File: config.mk
export PLATFORM = sky130hd
export DESIGN_NAME = sysbus_arbiter
export DESIGN_NICKNAME = d
export VERILOG_FILES = /design/src/rtl/sysbus_arbiter.sv
export SDC_FILE = /design/constraint.sdc
export NUM_CORES = 1
export LEC_CHECK = 0
export ABC_AREA = 0
export CAP_MARGIN = 20
export CORE_UTILIZATION = 51
export CTS_CLUSTER_DIAMETER = 120
export DETAILED_ROUTE_END_ITERATION = 16
export GPL_TIMING_DRIVEN = 0
export HOLD_SLACK_MARGIN = 0.08
export PLACE_DENSITY = 0.76
export RECOVER_POWER = 50
export SLEW_MARGIN = 10
export SYNTH_ARGS = -nofsm -noshare
export SYNTH_HDL_FRONTEND = slang
export SYNTH_SLANG_ARGS = --single-unit
File: constraint.sdc
create_clock -name clock -period 2.1 [get_ports clock]
set_input_delay 0.21 -clock clock [delete_from_list [all_inputs] [get_ports clock]]
set_output_delay 0.21 -clock clock [all_outputs]
set_load 0.02 [all_outputs]
File: src/rtl/sysbus_arbiter.sv
// sysbus_arbiter: round-robin owner of the shared sysbus with a one-cycle
// turnaround between tenures and revocation of tenures that run past MAX_HOLD.
module sysbus_arbiter #(
  parameter int WORD_W   = 8,
  parameter int OP_W     = 3,
  parameter int N_REQ    = 3,
  parameter int MAX_HOLD = 8
) (
  input  logic                     clock,
  input  logic                     n_reset,
  input  logic [N_REQ-1:0]         req,
  output logic [N_REQ-1:0]         grant,
  output logic                     bus_busy,
  output logic [$clog2(N_REQ)-1:0] owner,
  output logic                     timeout_err,
  output logic [N_REQ-1:0]         penalised
);
  localparam int OW = $clog2(N_REQ);
  localparam int HW = $clog2(MAX_HOLD + 1);
  typedef enum logic [1:0] {IDLE, OWN, TURN} state_t;
  state_t           r_state;
  logic [N_REQ-1:0] r_grant;
  logic [N_REQ-1:0] r_pen;
  logic [OW-1:0]    r_owner;
  logic [OW-1:0]    r_last;
  logic [HW-1:0]    r_hold;
  logic             r_timeout;
  logic [N_REQ-1:0] w_elig;
  logic [OW-1:0]    w_win;
  logic             w_owner_req;
  logic             w_expire;
  if (WORD_W < 1 || OP_W < 1 || N_REQ < 2 || N_REQ > 8 || MAX_HOLD < 2 || MAX_HOLD > 255) begin : g_bad_param
    $error("sysbus_arbiter: parameter out of range");
  end
  assign w_elig      = req & ~r_pen;
  assign w_owner_req = req[r_owner];
  assign w_expire    = r_hold == HW'(MAX_HOLD);
  // Scan downward so the candidate closest after last_owner is assigned last and wins.
  always_comb begin
    w_win = '0;
    for (int k = N_REQ - 1; k >= 0; k--) begin
      int j;
      j = int'(r_last) + 1 + k;
      j = j >= N_REQ ? j - N_REQ : j;
      w_win = w_elig[j] ? OW'(j) : w_win;
    end
  end
  always_ff @(posedge clock or negedge n_reset) begin
    if (!n_reset) begin
      r_state   <= IDLE;
      r_grant   <= '0;
      r_pen     <= '0;
      r_owner   <= '0;
      r_last    <= OW'(N_REQ - 1);
      r_hold    <= '0;
      r_timeout <= 1'b0;
    end else begin
      r_timeout <= 1'b0;
      r_pen     <= r_pen & req;
      case (r_state)
        IDLE: if (|w_elig) begin
          r_grant <= N_REQ'(1) << w_win;
          r_owner <= w_win;
          r_last  <= w_win;
          r_hold  <= HW'(1);
          r_state <= OWN;
        end
        OWN: if (!w_owner_req || w_expire) begin
          r_grant   <= '0;
          r_owner   <= '0;
          r_hold    <= '0;
          r_state   <= TURN;
          r_timeout <= w_owner_req;
          if (w_owner_req) r_pen[r_owner] <= 1'b1;
        end else begin
          r_hold <= r_hold + HW'(1);
        end
        default: r_state <= IDLE;
      endcase
    end
  end
  assign grant       = r_grant;
  assign bus_busy    = |r_grant;
  assign owner       = r_owner;
  assign timeout_err = r_timeout;
  assign penalised   = r_pen;
  a_grant_onehot: assert property (@(posedge clock) disable iff (!n_reset) $onehot0(r_grant));
  a_turn_quiet:   assert property (@(posedge clock) disable iff (!n_reset) r_state == TURN |-> r_grant == '0);
  a_to_pulse:     assert property (@(posedge clock) disable iff (!n_reset) r_timeout |=> !r_timeout);
endmodule

# Word level (Yosys, flattened, before mapping)
# Index checks and enable logic that the tools add are counted.
# Widths: inputs -> output; s select.
totals:
  register_bits: 17
  input_bits: 5
  out_inout_bits: 10
  word_cells: 78
classes:
  n_addsub: 7
  order_cmp: 8
  eq_ne: 4
  shifts: 1
  n_mux: 36
  n_bitwise: 4
  n_reduce_logical: 11
ops:
  columns: ["op", "count"]
  rows:
  - ["$lt 32x4->1 const B", 3]
  - ["$mux 32", 3]
  - ["$ge 32x3->1 const B", 2]
  - ["$sub 32x3->32 const B", 2]
  - ["$add 32x2->32 const B", 1]
  - ["$add 32x3->32 const B", 1]
  - ["$mux 3", 5]
  - ["$mux 2", 7]
  - ["$mux 1", 10]
  - ["$bmux 1 s2", 4]
  - ["$mux 4", 2]
  - ["$pmux 2 s2", 2]
  - ["$pmux 4 s2", 1]
  - ["$and 3x3->3", 2]
  - ["$pmux 3 s2", 1]
  - ["$reduce_and 2->1", 3]
  - ["$reduce_or 3->1", 2]
  - ["$add 4x1->4 const B", 1]
  - ["$eq 4x4->1 const B", 1]
  - ["$ne 2x2->1 const B", 2]
  - ["$sub 3x2->4 const B", 1]
  - ["$add 2x1->3 const B", 1]
  - ["$ge 3x2->1 const B", 1]
  - ["$lt 2x3->1 const B", 1]
  - ["12 further kinds", 12]

# Depth between registers and ports, before layout
depth:
  word_depth: 13
  mapped_depth: 6
  ltp_nobuf: 6

# Worst setup path before layout
# OpenSTA, ideal clock, no wires.
synth_timing:
  kind: "register to register"
  startpoint: "reg r_last[1]"
  endpoint: "reg r_grant[0] (netlist: grant[0])"
  setup_time_ps: 101
  t_arrival_ps: 1767
  t_required_ps: 1999
  path_slack_ps: 232
  stages_incl_launch_ff: 7
  n_path_buf: 0
  period_less_slack_ps: 1868
  cell_sequence: "dfstp_2 -> inv_1 -> ha_1 -> or3b_1 -> a21oi_1 -> a211oi_1 -> o32ai_1"
synth_via:
  elab_chain_cells: 13
  word_cells_on_any_way: 27
  classes_between: "6 x add/sub; 3 x order compare; 1 x shift; 17 x mux"
synth_lines:
  columns: ["element", "line_no", "source"]
  rows:
  - ["start, declared", "25", "logic [OW-1:0] r_last;"]
  - ["start signal, assigned", "54", "r_last <= OW'(N_REQ - 1);"]
  - ["start signal, assigned", "64", "r_last <= w_win;"]
  - ["$add 2x1->3 (*)", "43", "j = int'(r_last) + 1 + k;"]
  - ["$add 32x3->32", "43", null]
  - ["$sub 32x3->32 or $ge 32x3->1 (tied branches)", "44", "j = j >= N_REQ ? j - N_REQ : j;"]
  - ["$mux 32", "44", null]
  - ["$bmux 1 s2", "45", "w_win = w_elig[j] ? OW'(j) : w_win;"]
  - ["$mux 1 (implied by the code) (2 in a row)", "45", null]
  - ["$mux 2 (2 in a row)", "45", null]
  - ["$mux 2 (*)", "45", null]
  - ["$shl 1x2->3 (*)", "62", "r_grant <= N_REQ'(1) << w_win;"]
  - ["$mux 3 (*)", "61", "IDLE: if (|w_elig) begin"]
  - ["$pmux 3 s2 (*)", "60", "case (r_state)"]
  - ["end signal, assigned", "62", null]
  - ["end, declared", "22", "logic [N_REQ-1:0] r_grant;"]
# Every way passes the cells marked *; elsewhere a longest branch is shown, timed or not. The select of a mux whose other input is x is not followed.
# A chain may end at the register's enable or synchronous reset.

# Worst setup path in the final report
# Ends and elaborated chain as after synthesis.

==> impl_metrics.csv <==
group,metric,value,unit
sta,hold_violations,0,
clocking,cts.sinks,17,
global_routing,grt_max_degree,18,
finish,diodes,0,
placement,place_congestion,0.779,
placement,io_buffers,14,
global_routing,grt_usage,20.1,%
clocking,cts_buffer_depth,2,
global_routing,grt_first_pass_wirelength,2930,um
detailed_routing,drtAntennaViolNets,0,
power_and_ir_drop,swShare,44.5,%
power_and_ir_drop,seqPwrFrac,35.0,%
clocking,clock_latency,300,ps
finish,final_util,66.7,%
sta,post-route-period-util,93.4,%
detailed_routing,viasPerCell,6.07,
sta,fmax,0.510,GHz
floorplanning,num_rows,15,
sta,max-slew-margin-rel,50.6,%
synth,synth.largest_area_cell,"dfrtp_1",
sta,fin_worst_skew,3.68,ps
detailed_routing,drtIter0Drc,26,
synth,synthFlopType,"dfrtp_1",
floorplanning,die_h,45.1,um
power_and_ir_drop,power.share.combinational,53.5,%
synth,ys_seq_area_share,45.0,%
floorplanning,io_pins,15,
clocking,root_buffer,"clkbuf_4",
detailed_routing,routed_wirelength,1930,um
finish,synthToLayoutAreaGrowth,21.7,%
power_and_ir_drop,p_int,0.863,mW
clocking,numCtsBuffers,3,
floorplanning,dieArea,2030,um^2
detailed_routing,drt-pass1-iter-count,4,
placement,pre_cts_ws,-41.3,ps
synth,syn_area,947,um^2
detailed_routing,via_count,826,
synth,syn_avg_cell_area,10.2,um^2
power_and_ir_drop,p_leak,0.512,nW
sta,tns,0,ps
global_routing,grt.overflow.total,0,
power_and_ir_drop,power.density,1350,nW/um^2
sta,setup_slack,139,ps
flow_run,cap_violations,0,
finish,seq_area,427,um^2
synth,synth_nets,103,
sta,rsz0062_at_grt,"no",
worst_setup_path,required,2300,ps
worst_setup_path,worstSetupEndpointType,"flip-flop",
synth,synthCells,93,
clocking,post_cts_buffers,0,
placement,dp_hpwl,1420,um
detailed_routing,drc_errors,0,
synth,synthArstFlopShare,100,%
sta,worst_pin_slew,738,ps
synth,synthDistinctLibCells,38,
worst_setup_path,crit_path_start_kind,"flip-flop",
detailed_routing,wl_per_cell,14.2,um
synth,synth-seq-cells,17,
power_and_ir_drop,p_switching,0.691,mW
clocking,cts_tree,"built",
floorplanning,die_w,45.1,um
synth,ys_top_cells_by_area,"dfrtp_1 42%, ha_1 6.6%, inv_1 3.6%, nand2b_1 3.3%, o21ai_0 3.2%",
power_and_ir_drop,clkPwrFrac,11.5,%
global_routing,antenna_found_initial,0,
synth,yosys_warnings,0,
finish,multi_input_area,493,um^2
power_and_ir_drop,peakVddDrop,893,uV
outcome,status,"completed",
worst_setup_path,cp.arrival,2160,ps
synth,synth_edf_count,0,
finish,final_nets,122,
synth,synth_top_cell_area_share,42.3,%
floorplanning,start_util,54.9,%
finish,fillers,152,
sta,min_period,1960,ps
global_routing,grt_pass1_vias,696,
sta,maxSlewViolCount,0,
finish,drive_above_1_share,9.91,%
clocking,htree_levels,1,
worst_setup_path,crit_path_max_fanout,8,
synth,synth_common_cells,"16 x dfrtp_1, 9 x inv_1, 6 x nand2_1, 6 x o21ai_0",
worst_hold_path,min_path_type,"in2async",
clocking,path_clk_slew,100,ps
floorplanning,core,1730,um^2
worst_setup_path,worstSetupPathType,"reg2reg",
sta,setup_viol,0,
synth,synth_most_common_cell,"dfrtp_1",
==> kinds of logic after synthesis <==
logic type                 share of synthesized area (%)
buffers and inverters                               3.57
adders and majority gates                           6.61
and+or+nand+nor                                     18.6
AOI/OAI and AO/OA                                   25.1
DFF                                                 45.0
muxes                                               1.06
==> worst max-delay path: stages, from the launching register on <==
cell	delay, ps
dfstp_2	550
inv_1	60
ha_2	310
or3b_1	380
a21oi_2	210
a211oi_1	70
o32ai_1	280
==> cell usage in the layout (no fill, tap or decap), types with 2 or more instances in the layout <==
master / instances
a22o_1: 2
o21ai_0: 6
nand2b_1: 5
a21o_1: 2
nor2_1: 3
o2bb2ai_1: 2
clkdlybuf4s50_1: 11
ha_1: 4
a31oi_1: 3
nor2b_1: 2
nand2_1: 6
inv_1: 9
a21oi_1: 3
nand3b_1: 3
clkbuf_4: 3
dfrtp_1: 16
nand3_1: 2
dlygate4sd3_1: 3
==> power groups by stage <==
stage,Sequential (mW),Clock (mW),Combinational (mW)
finish,0.544,0.179,0.831
global placement,0.542,0,0.787
floorplan,0.580,0,0.509
global route,0.559,0.187,0.904
CTS,0.541,0.179,0.821
detailed placement,0.547,0,0.806
==> flip-flops by register name (all words and copies together) (netlist names) <==
signal       count
owner            2
timeout_err      1
r_last           2
penalised        3
r_state          2
grant            3
r_hold           4
==> metrics by stage <==
step / instance area (um^2) / power [mW] / cells / hold WS, ps
floorplan: 947 / 1.09 / 93 / -85.6
global placement: 1120 / 1.33 / 132 / 488
detailed placement: 1120 / 1.35 / 132 / 498
CTS: 1150 / 1.54 / 136 / 371
global route: 1150 / 1.65 / 136 / 470
finish: 1150 / 1.55 / 136 / 408
==> what timing repair did <==
item                                    CTS  global route
endpoints found under the setup margin    0             1
resized for setup                         0             2
hold buffers                              0             0
==> per-layer routing <==
metal | GRT usage, % | up-vias | part of all wire [%] | wire [um]
met5 | 0 | - | 0 | 0
met1 | 27.1 | 399 | 45 | 869
li1 | - | 384 | - | -
met2 | 32.8 | 38 | 47 | 898
met3 | 2.40 | 5 | 6.7 | 130
met4 | 8.48 | 0 | 1.6 | 31
==> area by class of cell <==
| class | count | area share [%] |
|---|---|---|
| Tap cell | 25 | 2.71 |
| Sequential cell | 17 | 37.0 |
| Timing Repair Buffer | 14 | 12.2 |
| Inverter | 9 | 2.93 |
| Multi-Input combinational cell | 67 | 42.8 |
| Clock inverter | 1 | 0.434 |
| Clock buffer | 3 | 1.95 |
==> path summary, 6_finish.rpt <==
check,startpoint,end,slack [ps],depth (start not counted)
worst max-delay path,r_last[1],grant[0],140,6
worst min-delay path,n_reset,penalised[1],410,1
worst max register to register,r_last[1],grant[0],140,6
worst min register to register,penalised[2],penalised[2],520,1
max in group asynchronous,n_reset,r_hold[1],1230,1
min in group clock,penalised[2],penalised[2],520,1
Note: power is estimated with default switching activity, not from simulation.
